==> config.mk <==
export PLATFORM = sky130hd
export DESIGN_NAME = ahb_arbiter_flat
export DESIGN_NICKNAME = d
export VERILOG_FILES = /design/src/rtl/ahb_arbiter_if.sv /design/src/rtl/ahb_arbiter.sv /design/src/flat_wrapper.sv
export SDC_FILE = /design/constraint.sdc
export NUM_CORES = 1
export LEC_CHECK = 0
export CAP_MARGIN = 10
export CORE_ASPECT_RATIO = 2
export CORE_MARGIN = 2
export CORE_UTILIZATION = 30
export CTS_CLUSTER_DIAMETER = 60
export DETAILED_ROUTE_END_ITERATION = 6
export SLEW_MARGIN = 20
export SYNTH_ARGS = -nofsm -noshare
export SYNTH_HDL_FRONTEND = slang
export SYNTH_SLANG_ARGS = --single-unit
export TNS_END_PERCENT = 5
==> constraint.sdc <==
create_clock -name HCLK -period 3.7 [get_ports HCLK]
set_input_delay 0.74 -clock HCLK [delete_from_list [all_inputs] [get_ports HCLK]]
set_output_delay 0.74 -clock HCLK [all_outputs]
set_load 0.01 [all_outputs]
==> src/rtl/ahb_arbiter_if.sv <==
// AHB arbitration handshake bundle: requests/locks/bus status in, grant/owner/lock out.
// master modport is the requester/bus side, slave modport is the arbiter side.
interface ahb_arbiter_if #(
  parameter int NUM_MASTER = 3
);
  logic [NUM_MASTER-1:0] HBUSREQ;
  logic [NUM_MASTER-1:0] HLOCK;
  logic [1:0]            HTRANS;
  logic [2:0]            HBURST;
  logic                  HREADY;
  logic [NUM_MASTER-1:0] HGRANT;
  logic [3:0]            HMASTER;
  logic                  HMASTLOCK;

  modport master (
    output HBUSREQ, HLOCK, HTRANS, HBURST, HREADY,
    input  HGRANT, HMASTER, HMASTLOCK
  );

  modport slave (
    input  HBUSREQ, HLOCK, HTRANS, HBURST, HREADY,
    output HGRANT, HMASTER, HMASTLOCK
  );
endinterface

==> src/rtl/ahb_arbiter.sv <==
// Round-robin AHB-Lite arbiter: grant registered 1 cycle after a permitted edge, ownership 1 HREADY edge later.
// HREADY=0 freezes all state; fixed-length bursts and HLOCK block re-arbitration until the last beat.
module ahb_arbiter #(
  parameter int NUM_MASTER     = 3,
  parameter int DEFAULT_MASTER = 0
) (
  input logic          HCLK,
  input logic          HRESET,
  ahb_arbiter_if.slave bus
);
  localparam logic [3:0] DEF_IDX   = 4'(DEFAULT_MASTER);
  localparam logic [1:0] TR_IDLE   = 2'd0;
  localparam logic [1:0] TR_BUSY   = 2'd1;
  localparam logic [1:0] TR_NONSEQ = 2'd2;
  localparam logic [1:0] TR_SEQ    = 2'd3;

  logic [3:0]            gnt_q, gnt_d;
  logic [3:0]            hmaster_q, hmaster_d;
  logic [3:0]            left_q, left_d;
  logic [NUM_MASTER-1:0] hgrant_q, hgrant_d;
  logic                  hmastlock_q, hmastlock_d;

  logic [15:0] req_ext;
  logic [15:0] lock_ext;
  logic        lock_cur;
  logic [3:0]  burst_left;
  logic [3:0]  pick;
  logic        found;
  logic [4:0]  idx;

  assign req_ext  = 16'(bus.HBUSREQ);
  assign lock_ext = 16'(bus.HLOCK);
  assign lock_cur = lock_ext[gnt_q];

  // Remaining beats after a NONSEQ: len-1 for fixed-length bursts, 0 for SINGLE/INCR.
  always_comb begin
    burst_left = 4'd0;
    case (bus.HBURST)
      3'd2, 3'd3: burst_left = 4'd3;
      3'd4, 3'd5: burst_left = 4'd7;
      3'd6, 3'd7: burst_left = 4'd15;
      default:    burst_left = 4'd0;
    endcase
  end

  always_comb begin
    left_d = left_q;
    if (bus.HREADY) begin
      case (bus.HTRANS)
        TR_NONSEQ: left_d = burst_left;
        TR_SEQ:    left_d = (left_q != 4'd0) ? left_q - 4'd1 : 4'd0;
        TR_BUSY:   left_d = left_q;
        TR_IDLE:   left_d = 4'd0;
        default:   left_d = 4'd0;
      endcase
    end
  end

  // Search starts just after the current grant and wraps, so the holder is considered last.
  always_comb begin
    pick  = DEF_IDX;
    found = 1'b0;
    idx   = 5'd0;
    for (int k = 1; k <= NUM_MASTER; k++) begin
      idx = {1'b0, gnt_q} + 5'(k);
      if (idx >= 5'(NUM_MASTER)) begin
        idx = idx - 5'(NUM_MASTER);
      end
      if (!found && req_ext[idx[3:0]]) begin
        pick  = idx[3:0];
        found = 1'b1;
      end
    end
  end

  always_comb begin
    gnt_d       = gnt_q;
    hmaster_d   = hmaster_q;
    hmastlock_d = hmastlock_q;
    if (bus.HREADY) begin
      hmaster_d   = gnt_q;
      hmastlock_d = lock_cur;
      if (!lock_cur && (left_d <= 4'd1)) begin
        gnt_d = pick;
      end
    end
    hgrant_d = '0;
    for (int i = 0; i < NUM_MASTER; i++) begin
      hgrant_d[i] = (gnt_d == 4'(i));
    end
  end

  always_ff @(posedge HCLK) begin
    if (HRESET) begin
      gnt_q       <= DEF_IDX;
      hmaster_q   <= DEF_IDX;
      left_q      <= 4'd0;
      hmastlock_q <= 1'b0;
      hgrant_q    <= NUM_MASTER'(1) << DEFAULT_MASTER;
    end else begin
      gnt_q       <= gnt_d;
      hmaster_q   <= hmaster_d;
      left_q      <= left_d;
      hmastlock_q <= hmastlock_d;
      hgrant_q    <= hgrant_d;
    end
  end

  assign bus.HGRANT    = hgrant_q;
  assign bus.HMASTER   = hmaster_q;
  assign bus.HMASTLOCK = hmastlock_q;
endmodule

==> src/flat_wrapper.sv <==
// flat-port wrapper written by rule: the top's interface ports become plain ports
module ahb_arbiter_flat 
#(
  parameter int NUM_MASTER     = 3,
  parameter int DEFAULT_MASTER = 0
)
  (HCLK, HRESET, bus_HBUSREQ, bus_HLOCK, bus_HTRANS, bus_HBURST, bus_HREADY, bus_HGRANT, bus_HMASTER, bus_HMASTLOCK);
  ahb_arbiter_if #(.NUM_MASTER(NUM_MASTER)) bus_i ();
  input logic HCLK;
  input logic HRESET;
  input wire logic [$bits(bus_i.HBUSREQ)-1:0] bus_HBUSREQ;
  input wire logic [$bits(bus_i.HLOCK)-1:0] bus_HLOCK;
  input wire logic [$bits(bus_i.HTRANS)-1:0] bus_HTRANS;
  input wire logic [$bits(bus_i.HBURST)-1:0] bus_HBURST;
  input wire logic [$bits(bus_i.HREADY)-1:0] bus_HREADY;
  output wire logic [$bits(bus_i.HGRANT)-1:0] bus_HGRANT;
  output wire logic [$bits(bus_i.HMASTER)-1:0] bus_HMASTER;
  output wire logic [$bits(bus_i.HMASTLOCK)-1:0] bus_HMASTLOCK;
  assign bus_i.HBUSREQ = bus_HBUSREQ;
  assign bus_i.HLOCK = bus_HLOCK;
  assign bus_i.HTRANS = bus_HTRANS;
  assign bus_i.HBURST = bus_HBURST;
  assign bus_i.HREADY = bus_HREADY;
  assign bus_HGRANT = bus_i.HGRANT;
  assign bus_HMASTER = bus_i.HMASTER;
  assign bus_HMASTLOCK = bus_i.HMASTLOCK;
  ahb_arbiter #(.NUM_MASTER(NUM_MASTER), .DEFAULT_MASTER(DEFAULT_MASTER)) u_core (.HCLK(HCLK), .HRESET(HRESET), .bus(bus_i));
endmodule
== Word level (Yosys, flattened, before mapping) ==
Cells that the tools add are included.
W data, S select, Z words.

* Register bits after elaboration: 16
* Input port bits: 14
* Output and inout port bits: 8
* Logic and storage cells: 65

* $add $sub $neg: 7
* $lt $le $gt $ge: 8
* Equal/unequal tests: 11
* Multiplexer cells: 22
* Reduce and logical (&&, ||, !) cells: 12

{| class="wikitable"
|+ Operators by type and width
! kind !! count
|-
| $mux W4 || 10
|-
| $lt A4 B5 Y1 const B || 4
|-
| $bmux W1 S4 || 4
|-
| $pmux W4 S4 || 1
|-
| $ge A5 B2 Y1 const B || 3
|-
| $eq A3 B3 Y1 const B || 4
|-
| $pmux W4 S3 || 1
|-
| $sub A4 B2 Y4 const B || 3
|-
| $add A4 B2 Y5 const B || 2
|-
| $eq A3 B2 Y1 const B || 2
|-
| $mux W1 || 6
|-
| $reduce_or A2 Y1 || 3
|-
| $add A4 B1 Y5 const B || 1
|-
| $eq A2 B2 Y1 const B || 2
|-
| $eq A4 B1 Y1 const B || 1
|-
| $eq A4 B2 Y1 const B || 1
|-
| $le A4 B1 Y1 const B || 1
|-
| $logic_not A4 Y1 || 1
|-
| $reduce_bool A4 Y1 || 1
|-
| $sub A4 B1 Y4 const B || 1
|-
| $logic_and A1 B1 Y1 || 3
|-
| $logic_not A1 Y1 || 3
|-
| $eq A2 B1 Y1 const B || 1
|-
| $logic_not A2 Y1 || 1
|}

== Depth between registers and ports, before layout ==
* Depth in word-level cells: 15
* Mapped depth: 12
* Mapped depth without buffers: 10

== Least setup slack after synthesis ==
No wires, ideal clock.

* Path type: register -> register
* Start: register u_core.gnt_q[2]
* End: register u_core.hgrant_q[0], in the netlist u_core.bus.HGRANT[0]
* Setup time: 0.115 ns
* Arrival time: 3.051 ns
* Required time: 3.585 ns
* Slack: 0.534 ns
* Cell stages (with the launch flop): 12
* Path buffers: 1
* Period minus slack after synthesis: 3.166 ns
* Cell sequence: dfxtp_1 -> clkbuf_1 -> inv_1 -> ha_1 -> a211oi_1 -> o22ai_1 -> a31o_1 -> mux2_4 -> a311oi_2 -> a211oi_1 -> a221o_1 -> a31o_1

* Cells in the longest elaborated chain, start to end: 15
* Elaborated cells on any way between the ends: 34
* Classes of those cells: 6 x add/sub; 3 x order compare; 18 x mux; 7 x reduce/logical

{| class="wikitable"
|+ RTL lines
! what !! RTL line !! RTL
|-
| from (decl) || ahb_arbiter.sv:17 || <nowiki>logic [3:0] gnt_q, gnt_d;</nowiki>
|-
| from (signal assigned) || ahb_arbiter.sv:101 || <nowiki>gnt_q <= gnt_d;</nowiki>
|-
| $add A4 B1 Y5 || ahb_arbiter.sv:65 || <nowiki>idx = {1'b0, gnt_q} + 5'(k);</nowiki>
|-
| $sub A4 B2 Y4 / $ge A5 B2 Y1 (equally long branches) || ahb_arbiter.sv:67, ahb_arbiter.sv:66 ||
|-
| $mux W4 || ahb_arbiter.sv:66 || <nowiki>if (idx >= 5'(NUM_MASTER)) begin</nowiki>
|-
| $bmux W1 S4 || ahb_arbiter.sv:69 || <nowiki>if (!found && req_ext[idx[3:0]]) begin</nowiki>
|-
| $mux W1 (not written as such) || ahb_arbiter.sv:69 ||
|-
| $mux W1 || ahb_arbiter.sv:69 ||
|-
| $logic_not A1 Y1 || ahb_arbiter.sv:69 ||
|-
| $logic_and A1 B1 Y1 || ahb_arbiter.sv:69 ||
|-
| $mux W1 || ahb_arbiter.sv:69 ||
|-
| $logic_not A1 Y1 || ahb_arbiter.sv:69 ||
|-
| $logic_and A1 B1 Y1 || ahb_arbiter.sv:69 ||
|-
| $mux W4 || ahb_arbiter.sv:69 ||
|-
| $mux W4 || ahb_arbiter.sv:83 || <nowiki>if (!lock_cur && (left_d <= 4'd1)) begin</nowiki>
|-
| $mux W4 (*) || ahb_arbiter.sv:80 || <nowiki>if (bus.HREADY) begin</nowiki>
|-
| $logic_not A4 Y1 (*) || ahb_arbiter.sv:89 || <nowiki>hgrant_d[i] = (gnt_d == 4'(i));</nowiki>
|-
| to (signal assigned) || ahb_arbiter.sv:99 || <nowiki>hgrant_q <= NUM_MASTER'(1) << DEFAULT_MASTER;</nowiki>
|-
| to (signal assigned) || ahb_arbiter.sv:105 || <nowiki>hgrant_q <= hgrant_d;</nowiki>
|-
| to (decl) || ahb_arbiter.sv:20 || <nowiki>logic [NUM_MASTER-1:0] hgrant_q, hgrant_d;</nowiki>
|}

Every way passes the cells marked *; elsewhere a longest branch is shown, timed or not. The select of a mux whose other input is x is not followed.
A chain may end at the register's enable or synchronous reset.

== Worst setup path in the final report ==
* Start: register u_core.gnt_q[0]
* End: register u_core.hgrant_q[0], in the netlist u_core.bus.HGRANT[0]

Same word-level chain as after synthesis.

==> impl_metrics.ini <==
[place]
dp_slack_ns = 0.341
gp_congestion = 0.885
port_buffers = 20
hpwl_mm = 3.37

[synth]
synth_enable_flop_cells = 0
synth_nets = 222
synthAdderAreaFrac_pct = 7.00
synthMuxAreaShare_pct = 5.37
synth_top_cell_area_share_pct = 19.9
synth_seq_cells = 16
ys_seq_area_share_pct = 19.9
yosys_warnings = 0
synth.area.top_cells = dfxtp_1 20%, ha_1 7.0%, nor2_1 6.1%
synth-compound-area-share_pct = 29.9
ys_types = 61
netlist_area_um2 = 1610
async_reset_ff_share_pct = 0
synth_top_area_cell = dfxtp_1
synth-simple-area-share_pct = 27.2
avgSynthCellArea_um2 = 8.08
ys.flop_type = dfxtp_1
synth_xor_area_share_pct = 4.05
synth_top_family_by_area = compound AO/OA/AOI/OAI gates
synthCells = 199

[die]
start_util_pct = 31.3
die-area_um2 = 6000
core_area_um2 = 5140
rows = 37
die_width_um = 55.8
io_pins = 22
die-height_um = 108

[worst_hold_path]
min_path_type = register to register

[grt]
grt_use_total_pct = 14.2
grt_pass1_wl_mm = 6.89
first_global_vias = 1555
globalRouteOverflowTotal = 0
antenna_found_initial = 0
grt_max_degree = 23

[power]
power_leakage_nw = 0.716
max-vdd-ir-drop_v = 0.000385
finalPower_w = 0.000790
powerDensity_nw_per_um2 = 409

[cells_and_area]
drive_above_1_share_pct = 13.7
fin_nets = 243
diodes = 0
final_common_cell = nor2_1
layout_common_cells = 26 x nor2_1, 20 x clkdlybuf4s50_1, 16 x dfxtp_1
fillCellCount = 522
syn_to_final_growth_pct = 20.3

[detailed_routing]
viasPerCell = 5.60
ant_nets = 0
dr.pass1.iters = 4
wl_mm = 4.14
drtIter0Drc = 13
vias = 1551
avgRoutedWirePerCell_um = 14.9
drc = 0

[sta]
hold_viol = 0
setup_ws_ns = 0.380
min_period_ns = 3.32
fmax_ghz = 0.301
worstMarginPinSlew_ns = 0.775
slew_headroom_pct = 48.2
drv_slew = 0
setup_viol = 0
clock_skew_ns = 0.00462
grt_setup_unrepaired = false
min_period_over_period_pct = 89.7
timing.setup.tns_ns = 0

[critical_path]
crit_required_ns = 3.85
critical_path_arrival_ns = 3.47
cp_max_fo = 12
path_class = register to register
cp-start-kind = register
critPathCaptureType = register

[clock_tree]
cts_sinks = 16
cts.clk_slew.worst_paths_ns = 0.07
clock_latency_ns = 0.25
htreeDepth = 1
cts_tree = built
cts_root_buf = clkbuf_8
post_cts_buffers = 0
clockBufferDepth = 2
cts_hold_buf = 0
cts_buffers = 3
cts-resized-gates = 0

[outcome]
outcome = complete, no violations

[job]
cap_violations = 0
-- cell type report --
type	instances	area [um2]	share of cell area (%)
Multi-Input combinational cell	159	1180	61.1
Inverter	12	45.0	2.33
Tap cell	58	72.6	3.75
Sequential cell	16	320	16.6
Clock buffer	4	55.1	2.85
Timing Repair Buffer	28	260	13.5
-- final timing paths --
check | startpoint | end | slack (ns) | cells after the start
max | u_core.gnt_q[0] | u_core.bus.HGRANT[0] | 0.38 | 10
min | u_core.bus.HMASTER[1] | u_core.bus.HMASTER[1] | 0.50 | 2
max reg2reg | u_core.gnt_q[0] | u_core.bus.HGRANT[0] | 0.38 | 10
min reg2reg | u_core.bus.HMASTER[1] | u_core.bus.HMASTER[1] | 0.50 | 2
-- critical path: stages (launching register included) --
cell and delay [ns]:
dfxtp_1 0.61, inv_1 0.24, ha_1 0.41, o21bai_1 0.17, o22ai_1 0.15, a31o_1 0.21
mux2_4 0.32, a311oi_2 0.38, a211oi_1 0.13, a221o_1 0.36, a31o_1 0.24
-- power breakdown --
group          switching [W]  internal (W)
sequential         0.0000135      0.000189
combinational       0.000239      0.000193
clock              0.0000616     0.0000945
total               0.000314      0.000477
-- sequential cells by signal, indices dropped and copies added, names as in the netlist --
signal and count:
u_core.bus.HMASTER 4, u_core.bus.HGRANT 3, u_core.gnt_q 4, u_core.bus.HMASTLOCK 1
u_core.left_q 4
-- kinds of logic (layout without fill, tap and decap cells) --
logic type,count (synthesis),count (layout)
flip-flops,16,16
AO/OA/AOI/OAI,62,62
AND/OR/NAND/NOR,75,75
multiplexers,8,8
XOR/XNOR,5,5
adder cells (fa/ha/maj),9,9
buffers and inverters,24,44
-- routing by layer --
metal | GRT usage [%] | up-vias | wire [um]
met4 | 6.27 | 0 | 110
met3 | 1.08 | 8 | 52
met5 | 0 | - | 0
li1 | - | 783 | -
met2 | 30.4 | 22 | 2510
met1 | 12.6 | 738 | 1460
-- through the flow --
stage	hold WS (ns)	area [um2]	utilization, %	instances
after detailed placement	0.487	1880	36.6	273
after global routing	0.526	1930	37.6	277
after global placement	0.482	1880	36.6	273
after floorplan	0.470	1610	-	199
final	0.497	1930	37.6	277
after CTS	0.505	1930	37.6	277
-- synth_stat cells, drive strengths merged (3+ instances only) --
| cell type | count |
|---|---|
| nand3b | 3 |
| o21ai | 11 |
| xnor2 | 4 |
| ha | 9 |
| dfxtp | 16 |
| nor2 | 26 |
| nand3 | 6 |
| a311oi | 4 |
| inv | 12 |
| and3b | 4 |
| nor4b | 3 |
| a211oi | 9 |
| a21oi | 9 |
| nor3 | 3 |
| nand2 | 11 |
| mux2i | 6 |
| clkbuf | 6 |
| buf | 6 |
| nand2b | 4 |
| a21o | 3 |
| o211ai | 5 |
(Power assumes the default switching activity.)
